$ cat src/rtl/fpadd_arbiter.sv
// Round-robin share of one combinational FP adder among NREQ requesters.
// Latency: accept edge T -> rsp_valid after edge T+EVAL_CYCLES; issue interval >= EVAL_CYCLES+2.
// Backpressure: result held in RESP until the owner's rsp_ready; no grants are issued meanwhile.
module fpadd_arbiter #(
    parameter int NREQ        = 4,
    parameter int WIDTH       = 32,
    parameter int WCONTROL    = 5,
    parameter int WFLAG       = 5,
    parameter int EVAL_CYCLES = 1
) (
    input  logic                      clk,
    input  logic                      reset,
    input  logic [NREQ-1:0]           req_valid,
    output logic [NREQ-1:0]           req_ready,
    input  logic [NREQ*WIDTH-1:0]     req_a,
    input  logic [NREQ*WIDTH-1:0]     req_b,
    input  logic [NREQ*WCONTROL-1:0]  req_control,
    output logic [WIDTH-1:0]          fp_a,
    output logic [WIDTH-1:0]          fp_b,
    output logic [WCONTROL-1:0]       fp_control,
    input  logic [WIDTH-1:0]          fp_result,
    input  logic [WFLAG-1:0]          fp_flags,
    output logic [NREQ-1:0]           rsp_valid,
    input  logic [NREQ-1:0]           rsp_ready,
    output logic [WIDTH-1:0]          rsp_result,
    output logic [WFLAG-1:0]          rsp_flags,
    output logic                      busy,
    output logic [WFLAG-1:0]          sticky_flags,
    input  logic                      flags_clr
);

    localparam int PW = (NREQ > 1) ? $clog2(NREQ) : 1;
    localparam int CW = (EVAL_CYCLES > 1) ? $clog2(EVAL_CYCLES) : 1;
    localparam logic [CW-1:0] CNT_INIT = CW'(EVAL_CYCLES - 1);

    typedef enum logic [1:0] {
        ST_IDLE,
        ST_EVAL,
        ST_RESP
    } state_t;

    state_t                state_q, state_d;
    logic [PW-1:0]         rr_ptr_q, rr_ptr_d;
    logic [PW-1:0]         owner_q, owner_d;
    logic [CW-1:0]         cnt_q, cnt_d;
    logic [WIDTH-1:0]      fp_a_q, fp_a_d;
    logic [WIDTH-1:0]      fp_b_q, fp_b_d;
    logic [WCONTROL-1:0]   fp_control_q, fp_control_d;
    logic [WIDTH-1:0]      rsp_result_q, rsp_result_d;
    logic [WFLAG-1:0]      rsp_flags_q, rsp_flags_d;
    logic [NREQ-1:0]       rsp_valid_q, rsp_valid_d;
    logic [WFLAG-1:0]      sticky_q, sticky_d;

    logic                  grant_vld;
    logic [PW-1:0]         grant_idx;
    logic [PW:0]           sum;

    // Walk from the farthest candidate back to rr_ptr so the nearest valid one wins.
    always_comb begin
        grant_vld = 1'b0;
        grant_idx = '0;
        sum       = '0;
        for (int k = NREQ - 1; k >= 0; k--) begin
            sum = {1'b0, rr_ptr_q} + (PW+1)'(k);
            if (sum >= (PW+1)'(NREQ)) begin
                sum = sum - (PW+1)'(NREQ);
            end
            if (req_valid[sum[PW-1:0]]) begin
                grant_vld = 1'b1;
                grant_idx = sum[PW-1:0];
            end
        end
    end

    always_comb begin
        state_d      = state_q;
        rr_ptr_d     = rr_ptr_q;
        owner_d      = owner_q;
        cnt_d        = cnt_q;
        fp_a_d       = fp_a_q;
        fp_b_d       = fp_b_q;
        fp_control_d = fp_control_q;
        rsp_result_d = rsp_result_q;
        rsp_flags_d  = rsp_flags_q;
        rsp_valid_d  = rsp_valid_q;
        sticky_d     = flags_clr ? '0 : sticky_q;
        req_ready    = '0;

        case (state_q)
            ST_IDLE: begin
                if (grant_vld) begin
                    req_ready[grant_idx] = 1'b1;
                    fp_a_d       = req_a[grant_idx*WIDTH +: WIDTH];
                    fp_b_d       = req_b[grant_idx*WIDTH +: WIDTH];
                    fp_control_d = req_control[grant_idx*WCONTROL +: WCONTROL];
                    owner_d      = grant_idx;
                    rr_ptr_d     = (grant_idx == PW'(NREQ - 1)) ? '0 : grant_idx + PW'(1);
                    cnt_d        = CNT_INIT;
                    state_d      = ST_EVAL;
                end
            end
            ST_EVAL: begin
                if (cnt_q == '0) begin
                    rsp_result_d         = fp_result;
                    rsp_flags_d          = fp_flags;
                    rsp_valid_d          = '0;
                    rsp_valid_d[owner_q] = 1'b1;
                    // A clear in the capture cycle still keeps the freshly captured flags.
                    sticky_d             = sticky_d | fp_flags;
                    state_d              = ST_RESP;
                end else begin
                    cnt_d = cnt_q - CW'(1);
                end
            end
            ST_RESP: begin
                if (rsp_ready[owner_q]) begin
                    rsp_valid_d = '0;
                    state_d     = ST_IDLE;
                end
            end
            default: begin
                state_d = ST_IDLE;
            end
        endcase
    end

    always_ff @(posedge clk) begin
        if (reset) begin
            state_q      <= ST_IDLE;
            rr_ptr_q     <= '0;
            owner_q      <= '0;
            cnt_q        <= '0;
            fp_a_q       <= '0;
            fp_b_q       <= '0;
            fp_control_q <= '0;
            rsp_result_q <= '0;
            rsp_flags_q  <= '0;
            rsp_valid_q  <= '0;
            sticky_q     <= '0;
        end else begin
            state_q      <= state_d;
            rr_ptr_q     <= rr_ptr_d;
            owner_q      <= owner_d;
            cnt_q        <= cnt_d;
            fp_a_q       <= fp_a_d;
            fp_b_q       <= fp_b_d;
            fp_control_q <= fp_control_d;
            rsp_result_q <= rsp_result_d;
            rsp_flags_q  <= rsp_flags_d;
            rsp_valid_q  <= rsp_valid_d;
            sticky_q     <= sticky_d;
        end
    end

    assign fp_a         = fp_a_q;
    assign fp_b         = fp_b_q;
    assign fp_control   = fp_control_q;
    assign rsp_valid    = rsp_valid_q;
    assign rsp_result   = rsp_result_q;
    assign rsp_flags    = rsp_flags_q;
    assign sticky_flags = sticky_q;
    assign busy         = (state_q != ST_IDLE);

endmodule

$ cat config.mk
export PLATFORM = sky130hd
export DESIGN_NAME = fpadd_arbiter
export DESIGN_NICKNAME = d
export VERILOG_FILES = /design/src/rtl/fpadd_arbiter.sv
export SDC_FILE = /design/constraint.sdc
export NUM_CORES = 1
export LEC_CHECK = 0
export ABC_AREA = 1
export CAP_MARGIN = 20
export CORE_AREA = 2 2 173 175
export CTS_CLUSTER_DIAMETER = 40
export DETAILED_ROUTE_END_ITERATION = 8
export DIE_AREA = 0 0 175 177
export MAX_ROUTING_LAYER = met4
export PLACE_DENSITY = 0.6
export SYNTH_ARGS = -nofsm -noshare
export SYNTH_HDL_FRONTEND = slang
export SYNTH_SLANG_ARGS = --single-unit
$ cat constraint.sdc
create_clock -name clk -period 3.65 [get_ports clk]
set_input_delay 0.5475 -clock clk [delete_from_list [all_inputs] [get_ports clk]]
set_output_delay 0.5475 -clock clk [all_outputs]
set_load 0.005 [all_outputs]
==> out/results.txt, run 1 <==
status: complete, no violations
Starting Density: 0.278
most frequent cells in the layout: 442 x clkdlybuf4s50_1, 360 x inv_1, 354 x nand3_1, 255 x nand2_1, 214 x nor2_1
Slew Limit Fails: 0
most common cell after layout, fill and taps aside: clkdlybuf4s50_1
Post-Syn Instances: 1471
number of vias per cell: 4.46
Worst path max stage delay: 0.67 ns
DP Wirelength: 23900 µm
CTS sink cnt: 121
Critical-path top delay cell: dfxtp_1
Filler cells: 3078
Arrival @ worst endpoint: 2.79 ns
Clock transition at path regs: 0.06 ns
hold path depth: 2
H-Tree Depth: 4
final setup fails: 0
setup slack after layout: 0.315 ns
pre-CTS setup slack: 0.330 ns
Power Density: 838 nW/µm²
Final period util: 0.914
total number of yosys warnings: 0
Most Frequent Cell on Critical Path: nand2_1
area of the multi-input gates: 3920 µm²
synth unique cells: 24
max_cap viols: 0
Worst slew margin: 0.317
Worst R2R Setup Slack: 0.89 ns
sum of negative setup slack: 0 ns
clock tree root driver cell: clkbuf_16
synthesis-to-finish area growth: 63.4%
unrepaired setup endpoints after global routing: false
IO Count: 444
CTS tree: done
Hold Crit Class: flip-flop to flip-flop
antenna violations before repair: 2
Vias: 10100
CP max FO: 16
Req. time, crit path: 3.10 ns
share of cells above drive strength 1: 0.0279
ANT nets after route: 0
WL final: 33300 µm
Routability Congestion: 0.885
core area: 29200 µm²
Clk Latency, worst-skew pair: 0.42 ns
crit end category: output pin
post-layout min period: 3.34 ns
DR pass1 iterations: 5
post-cts resize count: 0
CP Class: flip-flop to output pin
Max VDD drop: 705 µV
DR WL/cell: 14.8 µm
PortBufs: 443
die height: 177 µm
GRT Util Overall: 0.212
critical hold path startpoint: rsp_valid[3]$_SDFFE_PP0P_
CP Launch Point: rr_ptr_q[0]$_SDFFE_PP0P_
Placed Area: 12800 µm²
final non-filler cell total: 2253
# DRC: 0
Hold Vio Cnt, Final: 0
FF+latch count, synth: 121
Worst Setup Start Kind: flip-flop
Worst R2R Path Depth: 12
fmax: 300 MHz
Rows: 63
Max Root-Sink Buffers: 2
Syn Std Cell Area: 8130 µm²
post-route cell area: 13300 µm²
syn avg cell area: 5.53 µm²
largest net degree at the start of global routing: 142
first-pass GRT wire length: 49800 µm
Seq/Total Area, Yosys: 0.298
Synthesized Nets: 1796
Reg area: 2420 µm²
hold_ws: 0.462 ns
Die ar.: 31000 µm²
Post-Place Cells: 2220
post-CTS setup repair buffer count: 0
cts hold-fix bufs: 0
actual slew at the worst max-slew pin: 1.02 ns
number of global-route vias before repair: 8992
die width: 175 µm
crit path cell chain: inv_1, nand2_1, nand3_1, nand2_1, nand3_1, nand2_1, nand2_4, nand2_4, ha_1, inv_1, nor2_1, clkdlybuf4s50_1
CTS buffer count: 17
Lkg Pwr: 6.91 nW
First DRT Iteration DRCs: 639
Nets: 2174
clock skew: 0.0156 ns
Reg-to-Reg End: fp_b[18]$_SDFFE_PP0P_
Hold Path End: rsp_valid[3]$_SDFFE_PP0P_
r2r startpoint: rr_ptr_q[0]$_SDFFE_PP0P_
GRT overflow: 0
==> power breakdown <==
group	leakage (nW)	internal, mW	switching [mW]
combinational	5.66	3.00	4.40
clock	0.249	0.868	0.681
sequential	1.00	1.88	0.316
total	6.91	5.75	5.40
==> cell families after synthesis <==
group / after synthesis / synth area share
compound gates: 59 / 0.0378
xor+xnor: 1 / 0.00108
fa+ha+maj: 1 / 0.00154
buf+inv: 461 / 0.223
flops: 121 / 0.298
simple gates: 828 / 0.439
==> cell usage after synthesis <==
master	n	area share
buf_1	9	0.0042
xnor2_1	1	0.0011
a31oi_1	1	0.00077
and3_1	1	0.00077
o21ai_2	1	0.0011
a22oi_1	1	0.00092
dfxtp_1	121	0.30
nand2_1	255	0.12
o21ai_0	35	0.022
buf_4	3	0.0028
o211ai_1	2	0.0018
buf_2	46	0.028
inv_2	4	0.0018
nand3_1	354	0.22
inv_1	360	0.17
clkbuf_1	36	0.017
a21oi_1	18	0.011
nand2_2	3	0.0023
nand3_2	1	0.0012
nor2_1	214	0.099
o21ai_1	1	0.00061
buf_6	2	0.0028
clkinv_1	1	0.00046
ha_1	1	0.0015
==> worst max-delay path by stage <==
stage | slack (ns) | cells past startpoint | endpoint
finish | 0.31 | 12 | req_ready[3]
global route | 0.005 | 12 | req_ready[3]
CTS | 0.26 | 12 | req_ready[3]
detailed placement | 0.33 | 13 | req_ready[3]
global placement | 0.34 | 13 | req_ready[3]
floorplan | 1.36 | 13 | req_ready[3]
==> per-stage QoR <==
step | total power, mW | util
finish | 11.1 | 0.455
global route | 12.2 | 0.455
CTS | 11.3 | 0.454
detailed placement | 9.69 | 0.436
global placement | 9.65 | 0.436
floorplan | 6.90 | -
==> layout make-up <==
class                   instances  area share
well taps                     390      0.0367
clock buffers                  18      0.0323
clock inverters                13     0.00734
multi-input cells             889       0.295
repair buffers                455       0.343
diodes                          2    0.000377
inverters                     365       0.103
flip-flops and latches        121       0.182
==> sequential cells by signal, summed over array words and instances (netlist names) <==
name and count:
fp_b 32, owner_q 2, sticky_flags 5, fp_control 5
state_q 2, rsp_valid 4, rr_ptr_q 2, fp_a 32
rsp_flags 5, rsp_result 32
==> layer usage <==
metal | vias to the layer above | GRT usage | part of all wire
met5 | - | - | 0
met4 | 0 | 0.0708 | 0.023
met3 | 47 | 0.0606 | 0.089
met2 | 419 | 0.349 | 0.48
met1 | 4425 | 0.248 | 0.41
li1 | 5160 | - | -
==> worst max-delay path, delay by kind of cell, from the launching register on <==
| family | cells | cell delay, ns |
|---|---|---|
| adders and majority gates | 1 | 0.14 |
| buffers and inverters | 3 | 0.76 |
| DFF | 1 | 0.67 |
| and+or+nand+nor | 8 | 0.79 |
Note: power is estimated with default switching activity, not from simulation.
==> inputs of run 2 (changes only) <==
SLEW_MARGIN = 20   (was not set)
==> results of run 2 <==
Final layout, timing and power as in run 1 (identical DEF).
==> inputs of run 3 (changes only) <==
REMOVE_ABC_BUFFERS = 1   (was not set)
SLEW_MARGIN = 5   (was 20)
==> run 3 against run 2 <==
  * Die area stayed put
  * Via count up 0.26%
  * Non-clock buffer count did not move
  * Final cell count is essentially flat
  * Hold slack improved by 0.0062 ns
  * Clock power grew 19%
  * Largest cell class unchanged
  * Largest power group unchanged
==> out/results.txt, run 3 (synthesis gave the netlist of run 1 again) <==
actual slew at the worst max-slew pin: 0.812 ns (-0.211 ns)
DR pass1 iterations: 4 (-1)
max_cap viols: 0 (unchanged)
CP max FO: 25 (+9)
Placed Area: 12800 µm² (about the same)
antenna violations before repair: 0 (-2)
WL final: 32200 µm (-3.5%)
IO Count: 444 (unchanged)
fmax: 301 MHz (+0.26%)
Max VDD drop: 786 µV (+11%)
Req. time, crit path: 3.10 ns (about the same)
number of global-route vias before repair: 9513 (+5.8%)
unrepaired setup endpoints after global routing: false
post-cts resize count: 0 (unchanged)
most common cell after layout, fill and taps aside: clkdlybuf4s50_1
Max Root-Sink Buffers: 2 (unchanged)
hold_ws: 0.468 ns (+0.00620 ns)
post-CTS setup repair buffer count: 0 (unchanged)
Lkg Pwr: 6.97 nW (+0.82%)
Worst slew margin: 0.458 (+0.141)
post-route cell area: 13400 µm² (+0.82%)
CTS buffer count: 17 (unchanged)
most frequent cells in the layout: 442 x clkdlybuf4s50_1, 360 x inv_1, 354 x nand3_1, 255 x nand2_1, 214 x nor2_1
Nets: 2174 (unchanged)
critical hold path startpoint: rsp_valid[0]$_SDFFE_PP0P_
Filler cells: 3045 (-1.1%)
Hold Vio Cnt, Final: 0 (unchanged)
Crit path buffers/inverters: 3 (unchanged)
post-layout min period: 3.33 ns (-0.00860 ns)
Most Frequent Cell on Critical Path: nand2_1
Slew Limit Fails: 0 (unchanged)
Starting Density: 0.278 (unchanged)
Arrival @ worst endpoint: 2.78 ns (about the same)
r2r startpoint: rr_ptr_q[0]$_SDFFE_PP0P_
largest net degree at the start of global routing: 142 (unchanged)
Rows: 63 (unchanged)
Crit path max-delay family: flip-flops
antenna cells: 0 (-2)
cts hold-fix bufs: 0 (unchanged)
crit path cell chain: o21ai_0, nand2_1, nand2_1, inv_1, nand2_1, nand2_4, ha_1, inv_1, nor2_1, clkdlybuf4s50_1
status: complete, no violations
Worst Setup Start Kind: flip-flop
clock tree root driver cell: clkbuf_16
synthesis-to-finish area growth: 64.8%
Clock transition at path regs: 0.07 ns (about the same)
PortBufs: 443 (unchanged)
DP Wirelength: 22700 µm (-5.1%)
crit end category: output pin
First DRT Iteration DRCs: 427 (-33%)
CTS tree: done
Final period util: 0.911 (-0.00235)
share of cells above drive strength 1: 0.0290 (+0.00106)
Power Density: 851 nW/µm² (+1.5%)
die width: 175 µm (unchanged)
H-Tree Depth: 4 (unchanged)
die height: 177 µm (unchanged)
# DRC: 0 (unchanged)
Clk Latency, worst-skew pair: 0.42 ns (about the same)
Die ar.: 31000 µm² (unchanged)
number of vias per cell: 4.47 (+0.30%)
first-pass GRT wire length: 49800 µm (about the same)
core area: 29200 µm² (unchanged)
Vias: 10100 (+0.26%)
CP Launch Point: rr_ptr_q[0]$_SDFFE_PP0P_
GRT overflow: 0 (unchanged)
Routability Congestion: 0.903 (+2.1%)
GRT Util Overall: 0.209 (-0.00261)
CP Class: flip-flop to output pin
CTS sink cnt: 121 (unchanged)
ANT nets after route: 0 (unchanged)
DR WL/cell: 14.3 µm (-3.5%)
clock skew: 0.0139 ns (-0.00167 ns)
Hold Crit Class: flip-flop to flip-flop
final setup fails: 0 (unchanged)
Critical-path top delay cell: dfxtp_1
Worst path max stage delay: 0.68 ns (about the same)
-- run 3: changes by cell type in the layout (fill, tap and decap cells not counted), moves of 2 or more --
cell,previous run,this run
inv_6,3,8
bufinv_16,0,3
clkinv_2,3,0
clkinv_4,3,0
clkinvlp_4,4,2
diode_2,2,0
-- run 3: metal layers --
layer | vias to the layer above | track usage | part of all wire
li1 | 5156 | - | -
met1 | 4540 | 0.245 | 0.42
met2 | 343 | 0.351 | 0.48
met3 | 38 | 0.0522 | 0.076
met4 | 0 | 0.0681 | 0.024
met5 | - | - | 0
-- run 3: power by group --
| part | internal [mW] | leakage [nW] | switching (mW) |
|---|---|---|---|
| logic | 3.01 | 5.66 | 4.36 |
| registers | 1.88 | 1.00 | 0.306 |
| clock network | 1.10 | 0.301 | 0.737 |
| total | 6.00 | 6.97 | 5.41 |
-- run 3: layout make-up --
cell class                 count  area, µm²  area share
clock inverter                15        203      0.0151
tap                          390        488      0.0364
timing repair buffer         455       4570       0.341
inverter                     365       1370       0.102
multi-input combinational    889       3920       0.292
sequential                   121       2420       0.181
clock buffer                  17        425      0.0317
-- run 3: path summary, 6_finish.rpt --
path                                to  slack, ns  cells past startpoint
max                       req_ready[3]       0.32                     10
min          rsp_valid[0]$_SDFFE_PP0P_       0.47                      2
max reg2reg      fp_b[28]$_SDFFE_PP0P_       1.02                     12
min reg2reg  rsp_valid[0]$_SDFFE_PP0P_       0.47                      2
-- run 3: worst reg2reg max path, stage by stage, from the launching register on --
cell and delay, ns:
dfxtp_1 0.68, o21ai_0 0.23, nand2_1 0.17, nand2_1 0.07
inv_1 0.11, nand2_1 0.10, nand2_4 0.10, buf_12 0.41
nand3_1 0.36, nand3_1 0.13, nand3_1 0.08, nand2_1 0.09
inv_1 0.03
-- run 3: metrics by stage --
stage               cells  worst slack, ns  total power, mW   util  setup TNS (ns)
floorplan            1375            -1.66             6.58      -          -89.59
global placement     2220            0.378             9.63  0.437               0
detailed placement   2220            0.380             9.67  0.437               0
CTS                  2252            0.302             11.6  0.458               0
global route         2252           0.0759             12.5  0.458               0
finish               2252            0.323             11.4  0.458               0
